### config.mk
export PLATFORM = sky130hd
export DESIGN_NAME = toplayici_flat
export DESIGN_NICKNAME = d
export VERILOG_FILES = /design/src/rtl/toplayici_pkg.sv /design/src/rtl/toplayici_if.sv /design/src/rtl/toplayici_lzc.sv /design/src/rtl/toplayici.sv /design/src/flat_wrapper.sv
export SDC_FILE = /design/constraint.sdc
export NUM_CORES = 1
export LEC_CHECK = 0
export CORE_MARGIN = 2
export CORE_UTILIZATION = 30
export CTS_CLUSTER_DIAMETER = 80
export CTS_CLUSTER_SIZE = 28
export DETAILED_ROUTE_END_ITERATION = 7
export GPL_ROUTABILITY_DRIVEN = 1
export SYNTH_ARGS = -nofsm -noshare
export SYNTH_HDL_FRONTEND = slang
export SYNTH_SLANG_ARGS = --single-unit
### constraint.sdc
create_clock -name clk -period 4.8 [get_ports clk]
set_input_delay 1.44 -clock clk [delete_from_list [all_inputs] [get_ports clk]]
set_output_delay 1.44 -clock clk [all_outputs]
set_load 0.01 [all_outputs]
### src/rtl/toplayici_pkg.sv
`default_nettype none
// ============================================================================
//  Package     : fp_paket
//  Description : Shared single-precision floating-point definitions: field
//                widths, special encodings, FSM state and operand class
//                enums, and an unpack/classify helper pair. Also used by the
//                carpici multiplier.
//  Revision    : 1.0 - initial release
// ============================================================================
package fp_paket;

    localparam int EXP_W  = 8;
    localparam int FRAC_W = 23;
    localparam int BIAS   = 127;
    localparam int SIG_W  = FRAC_W + 1;   // significand with hidden bit
    localparam int EXT_W  = SIG_W + 3;    // significand plus guard/round/sticky

    localparam logic [31:0] QNAN    = 32'h7FC0_0000;
    localparam logic [31:0] POS_INF = 32'h7F80_0000;
    localparam logic [31:0] NEG_INF = 32'hFF80_0000;

    typedef enum logic [2:0] {
        ST_IDLE   = 3'd0,
        ST_UNPACK = 3'd1,
        ST_ALIGN  = 3'd2,
        ST_ADD    = 3'd3,
        ST_NORM   = 3'd4,
        ST_ROUND  = 3'd5
    } fp_state_e;

    typedef enum logic [2:0] {
        CLS_ZERO = 3'd0,
        CLS_SUB  = 3'd1,
        CLS_NORM = 3'd2,
        CLS_INF  = 3'd3,
        CLS_NAN  = 3'd4
    } fp_class_e;

    typedef struct packed {
        logic               sign;
        logic [EXP_W-1:0]   expo;
        logic [SIG_W-1:0]   sig;
    } fp_num_t;

    function automatic fp_class_e fp_classify(input logic [31:0] v);
        fp_class_e c;
        if (v[30:23] == 8'hFF)
            c = (v[22:0] != 23'd0) ? CLS_NAN : CLS_INF;
        else if (v[30:23] == 8'h00)
            c = (v[22:0] != 23'd0) ? CLS_SUB : CLS_ZERO;
        else
            c = CLS_NORM;
        return c;
    endfunction

    // Subnormals come out with exponent 1 and hidden bit 0; zero is all-zero.
    function automatic fp_num_t fp_unpack(input logic [31:0] v);
        fp_num_t u;
        u.sign = v[31];
        u.expo = v[30:23];
        u.sig  = {1'b1, v[22:0]};
        if (v[30:23] == 8'h00) begin
            u.expo = (v[22:0] != 23'd0) ? 8'd1 : 8'd0;
            u.sig  = {1'b0, v[22:0]};
        end
        return u;
    endfunction

endpackage
`default_nettype wire

### src/rtl/toplayici_if.sv
`default_nettype none
// ============================================================================
//  Interface   : toplayici_if
//  Description : Start/operand/result handshake bundle of the FP adder.
//                master drives basla/sayi1/sayi2, slave (the adder) returns
//                mesgul/hazir/sonuc.
//  Revision    : 1.0 - initial release
// ============================================================================
interface toplayici_if;
    logic        basla;
    logic [31:0] sayi1;
    logic [31:0] sayi2;
    logic        mesgul;
    logic        hazir;
    logic [31:0] sonuc;

    modport master (output basla, sayi1, sayi2, input  mesgul, hazir, sonuc);
    modport slave  (input  basla, sayi1, sayi2, output mesgul, hazir, sonuc);
endinterface
`default_nettype wire

### src/rtl/toplayici_lzc.sv
`default_nettype none
// ============================================================================
//  Module      : fp_lzc
//  Description : Combinational leading-zero counter. An all-zero input
//                returns WIDTH.
//  Revision    : 1.0 - initial release
// ============================================================================
module fp_lzc #(
    parameter int WIDTH = 28,
    parameter int CNT_W = 5
) (
    input  logic [WIDTH-1:0] i_val,
    output logic [CNT_W-1:0] o_cnt
);
    logic [CNT_W-1:0] w_cnt;
    logic             w_found;

    // Priority scan from the MSB; first set bit fixes the count.
    always_comb begin
        w_cnt   = CNT_W'(WIDTH);
        w_found = 1'b0;
        for (int i = WIDTH - 1; i >= 0; i--) begin
            if (!w_found && i_val[i]) begin
                w_cnt   = CNT_W'(WIDTH - 1 - i);
                w_found = 1'b1;
            end
        end
    end

    assign o_cnt = w_cnt;
endmodule
`default_nettype wire

### src/rtl/toplayici.sv
`default_nettype none
// ============================================================================
//  Module      : toplayici
//  Description : Multi-cycle IEEE-754 single-precision adder. Six-state FSM
//                (IDLE, UNPACK, ALIGN, ADD, NORM, ROUND) with fixed latency:
//                hazir pulses in the cycle after the fifth edge following the
//                accepting edge. Round-to-nearest-even.
//                Build option TOPLAYICI_DENORMAL_EN: keep subnormal inputs
//                and emit subnormal results; otherwise both flush to signed
//                zero.
//  Revision    : 1.0 - initial release
// ============================================================================
module toplayici
    import fp_paket::*;
(
    input  logic        clk,
    input  logic        reset,
    toplayici_if.slave  bus
);
    localparam logic [2:0] c_IDLE   = ST_IDLE;
    localparam logic [2:0] c_UNPACK = ST_UNPACK;
    localparam logic [2:0] c_ALIGN  = ST_ALIGN;
    localparam logic [2:0] c_ADD    = ST_ADD;
    localparam logic [2:0] c_NORM   = ST_NORM;
    localparam logic [2:0] c_ROUND  = ST_ROUND;

    logic [2:0]       r_state;
    logic             r_mesgul;
    logic             r_hazir;
    logic [31:0]      r_sonuc;
    logic [31:0]      r_a;
    logic [31:0]      r_b;

    // UNPACK stage
    fp_num_t          w_ua, w_ub;
    fp_class_e        w_ca, w_cb;
    logic             w_spec;
    logic [31:0]      w_spec_val;
    fp_num_t          r_ua, r_ub;
    logic             r_spec;
    logic [31:0]      r_spec_val;

    // ALIGN stage
    fp_num_t          w_big, w_small;
    logic [7:0]       w_diff;
    logic [EXT_W-1:0] w_sm_ext, w_sm_shift, w_sm_lost, w_sm_aligned;
    logic [EXT_W-1:0] r_big_ext, r_sm_ext;
    logic [7:0]       r_exp;
    logic             r_sign, r_sub, r_zsign;

    // ADD stage
    logic [EXT_W:0]   r_sum;

    // NORM stage
    logic [4:0]       w_lz, w_sh;
    logic [9:0]       w_e_big;
    logic [EXT_W-1:0] w_nm;
    logic [9:0]       w_ne;
    logic             w_nzero, w_nzsign;
    logic [EXT_W-1:0] r_m;
    logic [9:0]       r_e;
    logic             r_zero, r_zs;

    // ROUND stage
    logic             w_up;
    logic [SIG_W:0]   w_kr;
    logic [SIG_W-1:0] w_rsig;
    logic [9:0]       w_re;
    logic [31:0]      w_res;

    // Control FSM: start acceptance, stage sequencing, mesgul/hazir flags.
    // basla is refused during the hazir cycle so back-to-back starts cannot
    // overlap the result pulse.
    always_ff @(posedge clk or negedge reset) begin
        if (!reset) begin
            r_state  <= c_IDLE;
            r_mesgul <= 1'b0;
            r_hazir  <= 1'b0;
            r_sonuc  <= 32'd0;
            r_a      <= 32'd0;
            r_b      <= 32'd0;
        end else begin
            r_hazir <= 1'b0;
            case (r_state)
                c_IDLE: begin
                    if (r_hazir)
                        r_mesgul <= 1'b0;
                    else if (bus.basla) begin
                        r_a      <= bus.sayi1;
                        r_b      <= bus.sayi2;
                        r_mesgul <= 1'b1;
                        r_state  <= c_UNPACK;
                    end
                end
                c_UNPACK: r_state <= c_ALIGN;
                c_ALIGN:  r_state <= c_ADD;
                c_ADD:    r_state <= c_NORM;
                c_NORM:   r_state <= c_ROUND;
                c_ROUND: begin
                    r_sonuc <= w_res;
                    r_hazir <= 1'b1;
                    r_state <= c_IDLE;
                end
                default:  r_state <= c_IDLE;
            endcase
        end
    end

    // Field split and classification; subnormals become signed zero unless
    // denormal support is built in.
    always_comb begin
        w_ua = fp_unpack(r_a);
        w_ub = fp_unpack(r_b);
        w_ca = fp_classify(r_a);
        w_cb = fp_classify(r_b);
`ifndef TOPLAYICI_DENORMAL_EN
        if (w_ca == CLS_SUB) begin
            w_ua.expo = 8'd0;
            w_ua.sig  = '0;
        end
        if (w_cb == CLS_SUB) begin
            w_ub.expo = 8'd0;
            w_ub.sig  = '0;
        end
`endif
    end

    // NaN/infinity results bypass the arithmetic path entirely.
    always_comb begin
        w_spec     = 1'b0;
        w_spec_val = QNAN;
        if (w_ca == CLS_NAN || w_cb == CLS_NAN) begin
            w_spec = 1'b1;
        end else if (w_ca == CLS_INF && w_cb == CLS_INF) begin
            w_spec     = 1'b1;
            w_spec_val = (r_a[31] != r_b[31]) ? QNAN : (r_a[31] ? NEG_INF : POS_INF);
        end else if (w_ca == CLS_INF) begin
            w_spec     = 1'b1;
            w_spec_val = r_a[31] ? NEG_INF : POS_INF;
        end else if (w_cb == CLS_INF) begin
            w_spec     = 1'b1;
            w_spec_val = r_b[31] ? NEG_INF : POS_INF;
        end
    end

    // UNPACK register stage.
    always_ff @(posedge clk or negedge reset) begin
        if (!reset) begin
            r_ua       <= '0;
            r_ub       <= '0;
            r_spec     <= 1'b0;
            r_spec_val <= 32'd0;
        end else if (r_state == c_UNPACK) begin
            r_ua       <= w_ua;
            r_ub       <= w_ub;
            r_spec     <= w_spec;
            r_spec_val <= w_spec_val;
        end
    end

    // Order operands by magnitude and shift the smaller one right, folding
    // every bit shifted past the round position into the sticky bit.
    always_comb begin
        if ({r_ua.expo, r_ua.sig} >= {r_ub.expo, r_ub.sig}) begin
            w_big   = r_ua;
            w_small = r_ub;
        end else begin
            w_big   = r_ub;
            w_small = r_ua;
        end
        w_diff       = w_big.expo - w_small.expo;
        w_sm_ext     = {w_small.sig, 3'b000};
        w_sm_shift   = w_sm_ext >> w_diff;
        w_sm_lost    = w_sm_ext & ~({EXT_W{1'b1}} << w_diff);
        w_sm_aligned = {w_sm_shift[EXT_W-1:1], w_sm_shift[0] | (|w_sm_lost)};
    end

    // ALIGN register stage; an exact-zero sum takes +0 for unlike signs.
    always_ff @(posedge clk or negedge reset) begin
        if (!reset) begin
            r_big_ext <= '0;
            r_sm_ext  <= '0;
            r_exp     <= 8'd0;
            r_sign    <= 1'b0;
            r_sub     <= 1'b0;
            r_zsign   <= 1'b0;
        end else if (r_state == c_ALIGN) begin
            r_big_ext <= {w_big.sig, 3'b000};
            r_sm_ext  <= w_sm_aligned;
            r_exp     <= w_big.expo;
            r_sign    <= w_big.sign;
            r_sub     <= r_ua.sign ^ r_ub.sign;
            r_zsign   <= r_ua.sign & r_ub.sign;
        end
    end

    // Magnitude add or subtract (larger minus smaller, never negative).
    always_ff @(posedge clk or negedge reset) begin
        if (!reset)
            r_sum <= '0;
        else if (r_state == c_ADD)
            r_sum <= r_sub ? ({1'b0, r_big_ext} - {1'b0, r_sm_ext})
                           : ({1'b0, r_big_ext} + {1'b0, r_sm_ext});
    end

    fp_lzc #(.WIDTH(EXT_W + 1), .CNT_W(5)) u_lzc (
        .i_val (r_sum),
        .o_cnt (w_lz)
    );

    assign w_sh    = w_lz - 5'd1;
    assign w_e_big = {2'b00, r_exp};

    // Normalise so the leading one sits at the hidden-bit position. A left
    // shift that would push the exponent below 1 is clamped (subnormal) or
    // flushed to signed zero, depending on the build.
    always_comb begin
        w_nm     = r_sum[EXT_W-1:0];
        w_ne     = w_e_big;
        w_nzero  = 1'b0;
        w_nzsign = r_zsign;
        if (r_sum == '0) begin
            w_nzero = 1'b1;
        end else if (r_sum[EXT_W]) begin
            w_nm = {r_sum[EXT_W:2], r_sum[1] | r_sum[0]};
            w_ne = w_e_big + 10'd1;
        end else if ({5'd0, w_sh} >= w_e_big) begin
`ifdef TOPLAYICI_DENORMAL_EN
            w_nm = r_sum[EXT_W-1:0] << (w_e_big[4:0] - 5'd1);
            w_ne = 10'd1;
`else
            w_nzero  = 1'b1;
            w_nzsign = r_sign;
`endif
        end else begin
            w_nm = r_sum[EXT_W-1:0] << w_sh;
            w_ne = w_e_big - {5'd0, w_sh};
        end
    end

    // NORM register stage.
    always_ff @(posedge clk or negedge reset) begin
        if (!reset) begin
            r_m    <= '0;
            r_e    <= 10'd0;
            r_zero <= 1'b0;
            r_zs   <= 1'b0;
        end else if (r_state == c_NORM) begin
            r_m    <= w_nm;
            r_e    <= w_ne;
            r_zero <= w_nzero;
            r_zs   <= w_nzsign;
        end
    end

    // Round to nearest even, renormalise on carry, saturate to infinity and
    // pick the final encoding. A clear hidden bit encodes exponent field 0.
    always_comb begin
        w_up = r_m[2] & (r_m[1] | r_m[0] | r_m[3]);
        w_kr = {1'b0, r_m[EXT_W-1:3]} + {{SIG_W{1'b0}}, w_up};
        if (w_kr[SIG_W]) begin
            w_rsig = w_kr[SIG_W:1];
            w_re   = r_e + 10'd1;
        end else begin
            w_rsig = w_kr[SIG_W-1:0];
            w_re   = r_e;
        end
        if (r_spec)
            w_res = r_spec_val;
        else if (r_zero)
            w_res = {r_zs, 31'd0};
        else if (w_re >= 10'd255)
            w_res = r_sign ? NEG_INF : POS_INF;
        else
            w_res = {r_sign, (w_rsig[SIG_W-1] ? w_re[7:0] : 8'd0), w_rsig[FRAC_W-1:0]};
    end

    assign bus.mesgul = r_mesgul;
    assign bus.hazir  = r_hazir;
    assign bus.sonuc  = r_sonuc;

endmodule
`default_nettype wire

### src/flat_wrapper.sv
// flat-port wrapper written by rule: the top's interface ports become plain ports
module toplayici_flat import fp_paket::*;
  (clk, reset, bus_basla, bus_sayi1, bus_sayi2, bus_mesgul, bus_hazir, bus_sonuc);
  toplayici_if bus_i ();
  input  logic clk;
  input  logic reset;
  input wire logic [$bits(bus_i.basla)-1:0] bus_basla;
  input wire logic [$bits(bus_i.sayi1)-1:0] bus_sayi1;
  input wire logic [$bits(bus_i.sayi2)-1:0] bus_sayi2;
  output wire logic [$bits(bus_i.mesgul)-1:0] bus_mesgul;
  output wire logic [$bits(bus_i.hazir)-1:0] bus_hazir;
  output wire logic [$bits(bus_i.sonuc)-1:0] bus_sonuc;
  assign bus_i.basla = bus_basla;
  assign bus_i.sayi1 = bus_sayi1;
  assign bus_i.sayi2 = bus_sayi2;
  assign bus_mesgul = bus_i.mesgul;
  assign bus_hazir = bus_i.hazir;
  assign bus_sonuc = bus_i.sonuc;
  toplayici u_core (.clk(clk), .reset(reset), .bus(bus_i));
endmodule
* Word-level counts from Yosys, hierarchy flattened
Index checks and enable logic that the tools add are counted. W data, S select, Z words.
Word-level totals: bits in latches 0, output and inout port bits 34, memory bits (writable) 0, ROM bits 0, memories 0, input port bits 67, logic and storage cells 240, register bits 329
Operators by class: $lt $le $gt $ge 3, muxes and demuxes 108, div/mod/pow operators 0, reduce and logical (&&, ||, !) cells 67, eq/ne operators 16, bitwise gates (word level) 10, shifts and indexed selects 3, $add $sub $neg 8, $mul 0
Operators by type and width (count):
- $mux W32 | 16
- $mux W5 | 28
- $mux W27 | 3
- $reduce_bool A23 Y1 | 2
- $mux W1 | 44
- $mux W10 | 4
- $mux W33 | 1
- $ge A32 B32 Y1 | 1
- $add A27 B27 Y28 | 1
- $logic_and A1 B1 Y1 | 28
- $logic_not A28 Y1 | 1
- $mux W28 | 1
- $sub A27 B27 Y28 | 1
- $and A27 B27 Y27 | 1
- $logic_not A1 Y1 | 27
- $not A27 Y27 | 1
- $reduce_or A27 Y1 | 1
- $shl A27 B5 Y27 | 1
- $shl A27 B8 Y27 const A | 1
- $shr A27 B8 Y27 | 1
- $add A24 B1 Y25 | 1
- $mux W24 | 1
- $mux W3 | 8
- $eq A8 B8 Y1 const B | 2
- 24 further kinds | 39

* Depth between registers and ports, before layout
depth in word-level cells 87, mapped depth 26, mapped depth without buffers 20

* By module
From an unflattened synthesis, not the netlist that was laid out.
Unflattened totals: cells, all modules 2425, area, all modules 20609.8 µm²
By module, submodules not included:
- toplayici | instances 1, sequential area each 7507.2 µm², cells an instance 2373, area each 20274.4 µm²
- fp_lzc | instances 1, sequential area each 0.0 µm², cells an instance 52, area each 335.3 µm²

* Least setup slack after synthesis
No wires, ideal clock.
kind register to register, start point register u_core.r_sum[27], end point register u_core.r_e[2], data arrival time 4.963 ns, path buffers 6, required time 4.669 ns, cell stages (with the launch flop) 25, setup time 0.131 ns, path slack -0.294 ns, period minus slack after synthesis 5.094 ns, path through dfrtp_1 -> buf_6 -> nor4_4 -> nand4_1 -> nor2_2 -> and4b_1 -> o31ai_1 -> buf_6 -> nand2_1 -> mux2i_1 -> inv_2 -> buf_2 -> buf_2 -> ha_1 -> nand3_1 -> or3_1 -> nor3_1 -> a211oi_1 -> maj3_2 -> or2_1 -> buf_2 -> buf_2 -> o22a_1 -> o221ai_1 -> o21ai_1
On the way: word-level cells in the longest chain between the ends 87, elaborated cells on any way between the ends 116, those cells by class 2 x add/sub; 1 x order compare; 58 x mux; 55 x reduce/logical
RTL lines:
- start: declaration | RTL line toplayici.sv:52 | logic [EXT_W:0] r_sum;
- start signal: assignment | RTL line toplayici.sv:202 | r_sum <= r_sub ? ({1'b0, r_big_ext} - {1'b0, r_sm_ext})
- $mux W1 | RTL line toplayici_lzc.sv:23 | if (!w_found && i_val[i]) begin
- $logic_not A1 Y1 | RTL line toplayici_lzc.sv:23
- $logic_and A1 B1 Y1 | RTL line toplayici_lzc.sv:23
- $mux W1 | RTL line toplayici_lzc.sv:23
- $logic_not A1 Y1 | RTL line toplayici_lzc.sv:23
- $logic_and A1 B1 Y1 | RTL line toplayici_lzc.sv:23
- $mux W1 | RTL line toplayici_lzc.sv:23
- $logic_not A1 Y1 | RTL line toplayici_lzc.sv:23
- [... 71 more ...]
- $logic_not A1 Y1 | RTL line toplayici_lzc.sv:23
- $logic_and A1 B1 Y1 | RTL line toplayici_lzc.sv:23
- $mux W5 | RTL line toplayici_lzc.sv:23
- $sub A5 B1 Y5 | RTL line toplayici.sv:211 | assign w_sh = w_lz - 5'd1;
- $sub A8 B5 Y9 / $ge A5 B8 Y1 (equally long branches) | RTL line toplayici.sv:237, toplayici.sv:227
- $mux W10 | RTL line toplayici.sv:227 | end else if ({5'd0, w_sh} >= w_e_big) begin
- $mux W10 | RTL line toplayici.sv:224 | end else if (r_sum[EXT_W]) begin
- $mux W10 * | RTL line toplayici.sv:222 | if (r_sum == '0) begin
- end signal: assignment | RTL line toplayici.sv:250 | r_e <= w_ne;
- end: declaration | RTL line toplayici.sv:61 | logic [9:0] r_e;
Mark *: on every way between the ends. The rest lies on a longest branch, timed or not. A chain may end at the register's enable or synchronous reset.

* Worst setup path in the final report
start point register u_core.r_ub[6] (netlist name), end point register u_core.r_sm_ext[6]
On the way: word-level cells in the longest chain between the ends 4, elaborated cells on any way between the ends 5, those cells by class 1 x add/sub; 1 x order compare; 1 x shift; 2 x mux
RTL lines:
- start: declaration | RTL line toplayici.sv:39 | fp_num_t r_ua, r_ub;
- start signal: assignment | RTL line toplayici.sv:155 | r_ub <= w_ub;
- $ge A32 B32 Y1 | RTL line toplayici.sv:164 | if ({r_ua.expo, r_ua.sig} >= {r_ub.expo, r_ub.sig}) begin
- $mux W33 / $mux W32 (equally long branches) | RTL line toplayici.sv:164
- $sub A8 B8 Y8 | RTL line toplayici.sv:171 | w_diff = w_big.expo - w_small.expo;
- $shr A27 B8 Y27 * | RTL line toplayici.sv:173 | w_sm_shift = w_sm_ext >> w_diff;
- end signal: assignment | RTL line toplayici.sv:189 | r_sm_ext <= w_sm_aligned;
- end: declaration | RTL line toplayici.sv:47 | logic [EXT_W-1:0] r_big_ext, r_sm_ext;
Marks and branches as above.

==> metrics.md <==
| Metric | Value |
|---|---|
| Nets@finish | 2603 |
| Slowest-stage cell, CP | or4_1 |
| TritonCTS clock tree | built |
| I/O pin count | 101 |
| H-tree Lvls | 1 |
| Register area share after synthesis | 36.5% |
| Post-Syn Nets | 2503 |
| Port Buf Inserts | 100 |
| Commonest non-fill, non-tap cell in the layout | nand2_1 |
| Initial core utilization | 30.2% |
| Die Ht | 266 um |
| Setup crit start kind | register |
| Cell Area, Placed | 0.0231 mm^2 |
| Post-synthesis adder-cell area fraction | 5.72% |
| DR vias/cell | 5.46 |
| Initial antenna violation count | 0 |
| Status | completed |
| Max-slew violation count | 0 |
| Tmin final | 4.58 ns |
| Clk buf depth | 3 |
| Slew margin rel. | 19.6% |
| Async set-reset flop share out of synthesis | 100% |
| Iter 0 DRT Violations | 1345 |
| Final setup violation count | 0 |
| Max-Cap Viols | 0 |
| Area leader, netlist | dfrtp_1 |
| Non-filler cells, final | 3344 |
| TritonCTS Buffers | 24 |
| Number of global-route vias before repair | 17999 |
| Worst EP required | 5.32 ns |
| Fin Clk Skew | 0.0534 ns |
| First-pass detailed-route iteration total | 6 |
| Hold WC Path Type | register to register |
| CP Buf/Inv Count | 3 |
| Largest net degree at the start of global routing | 93 |
| Synth Area in XOR/XNOR | 2.71% |
| Largest family of logic cells by synthesized area | compound AO/OA/AOI/OAI gates |
| Die area | 0.0708 mm^2 |
| Compound-Gate Fraction of Synth Area | 21.9% |
| Final Hold Fails | 0 |
| Clock sinks | 300 |
| Clock Pin Slew Worst Setup and Hold Paths | 0.11 ns |
| Root buffer cell | clkbuf_16 |
| Area share of the largest cell type after synthesis | 36.5% |
| Ys Warns | 0 |
| Worst path max stage delay | 0.51 ns |
| Most frequent cells in the layout | nand2_1 (304), dfrtp_1 (300), o21ai_0 (242) |
| Worst-skew pair later-pin latency | 0.60 ns |
| CP Data Arrival Time | 5.10 ns |
| FF+latch count, synth | 300 |
| Design area | 0.0242 mm^2 |
| Fmax | 218 MHz |
| Layout overhead on the synthesized area | 17.4% |
| Post-route ant nets | 0 |
| Vias | 18264 |
| Largest delay share family, worst path | compound AO/OA/AOI/OAI gates |
| Unrepaired setup endpoints after global routing | true |
| Diode count | 0 |
| Crit-path max FO | 5 |
| Top area cells in the synthesized netlist | dfrtp_1 (36%), mux2i_1 (7.5%), o21ai_0 (5.9%) |
| Final worst slack | 0.219 ns |
| Pre-CTS setup slack | -0.0271 ns |
| Post-Synthesis Cells | 2344 |
| WL per Instance | 19.2 um |
| Mapped cell area | 0.0206 mm^2 |
| Dpl cells | 3290 |
| DP HPWL | 49.1 mm |
| EDFF count, synth | 0 |
| Die width | 266 um |
| GRT Residual Overflow | 0 |
| DRT Wirelength | 64.3 mm |
| Filler cells | 6948 |
| Total Routing Usage GR | 17.8% |
| CP endpoint kind | register |
| Post-synthesis simple-gate area fraction | 16.3% |
| # DRC | 0 |
| Main synth FF type | dfrtp_1 |
| Avg Synthesized Cell Area | 8.79 um^2 |
| Final period util | 95.4% |
| Multiplexer share of the synthesized area | 12.1% |
| First-pass GRT wire length | 102 mm |
| Crit-path cells | inv_1 > ha_1 > or4_1 > a21oi_1 > o21a_2 > o221a_2 > o21ai_4 > a22oi_2 > ha_1 > inv_1 > o211a_1 > a2bb2oi_2 > a32oi_1 > buf_4 > a31oi_2 > or3_4 > o211ai_1 > a41o_1 |
| Fraction of layout cells with a size suffix above 1 | 12.7% |
| Synth cell types | 99 |
| Critical path class | register to register |
| GPL Wtd Cong | 0.928 |
| Worst Tran Pin Value | 1.21 ns |
| Num rows | 96 |
| Placeable Area | 0.0682 mm^2 |
-- cells by family after synthesis --
| group | after synthesis |
|---|---|
| mux | 234 |
| buf+inv | 248 |
| xor+xnor | 62 |
| flops | 300 |
| simple gates | 713 |
| fa+ha+maj | 93 |
| compound gates | 694 |
-- final timing paths --
check / start / endpoint / slack (ns) / cells after the start
max: u_core.r_ub[6]$_DFFE_PN0P_ / u_core.r_sm_ext[6]$_DFFE_PN0P_ / 0.22 / 18
max reg2reg: u_core.r_ub[6]$_DFFE_PN0P_ / u_core.r_sm_ext[6]$_DFFE_PN0P_ / 0.22 / 18
min: u_core.r_spec_val[30]$_DFFE_PN0P_ / u_core.r_spec_val[30]$_DFFE_PN0P_ / 0.47 / 1
min in group asynchronous: reset / u_core.r_sm_ext[17]$_DFFE_PN0P_ / 0.91 / 1
max in group asynchronous: reset / u_core.r_ub[16]$_DFFE_PN0P_ / 2.96 / 2
min reg2reg: u_core.r_spec_val[30]$_DFFE_PN0P_ / u_core.r_spec_val[30]$_DFFE_PN0P_ / 0.47 / 1
-- worst register-to-register path: stages, from the launching register on --
cell	delay, ns
dfrtp_1	0.40
inv_1	0.09
ha_1	0.22
or4_1	0.51
a21oi_1	0.18
o21a_2	0.22
o221a_2	0.31
o21ai_4	0.08
a22oi_2	0.25
ha_1	0.21
inv_1	0.05
o211a_1	0.14
a2bb2oi_2	0.19
a32oi_1	0.31
buf_4	0.18
a31oi_2	0.14
or3_4	0.48
o211ai_1	0.31
a41o_1	0.24
-- stage by stage --
step	hold WS, ns	setup TNS [ns]	utilization [%]
after floorplan	0.425	0	-
after global placement	0.448	0	33.8
after CTS	0.476	0	35.2
final	0.474	0	35.4
after global routing	0.500	-0.0754	35.4
after detailed placement	0.456	-0.0816	33.8
-- flip-flops by register name (all words and copies together) (netlist names), 3 cells and up --
register / flops
u_core.r_ua: 33
u_core.r_spec_val: 3
u_core.r_ub: 33
u_core.r_a: 32
u_core.r_sum: 28
u_core.r_state: 3
u_core.r_exp: 8
u_core.r_sm_ext: 27
u_core.r_m: 27
u_core.bus.sonuc: 32
u_core.r_b: 32
u_core.r_big_ext: 24
u_core.r_e: 10
-- per-layer routing --
| layer | track usage (%) | wire length [um] | up-vias |
|---|---|---|---|
| met3 | 2.04 | 2700 | 106 |
| li1 | - | - | 8768 |
| met2 | 30.3 | 30600 | 476 |
| met5 | 0 | 0 | - |
| met1 | 23.7 | 29100 | 8914 |
| met4 | 5.06 | 1870 | 0 |
-- final cells by class --
| type | count | area, um^2 | share of cell area, % |
|---|---|---|---|
| clock buffers | 25 | 614 | 2.54 |
| multi-input cells | 1797 | 12300 | 50.9 |
| clock inverters | 19 | 307 | 1.27 |
| inverters | 109 | 409 | 1.69 |
| repair buffers | 212 | 1930 | 8.00 |
| well taps | 882 | 1100 | 4.56 |
| flip-flops and latches | 300 | 7510 | 31.0 |
-- cells in the mapped netlist, types with 26 or more instances --
library cell	count
nand3_1	51
inv_1	106
ha_1	90
mux2i_1	155
nor2_1	139
nor4_1	26
dfrtp_1	300
clkbuf_1	104
a211oi_1	27
xor2_1	30
nand2_1	308
nor3_1	49
mux2_2	74
o21ai_0	243
xnor2_1	30
a22o_1	49
a21oi_1	126
-- repair_timing --
item,CTS,global route
setup endpoints to repair,6,51
hold buffers,0,0
cloned,0,1
resized for setup,1,24
buffers inserted,4,5
pin swaps,1,7
Power is not shown: default switching activity piles up to over one toggle a cycle in this logic, so the estimate is an artifact.
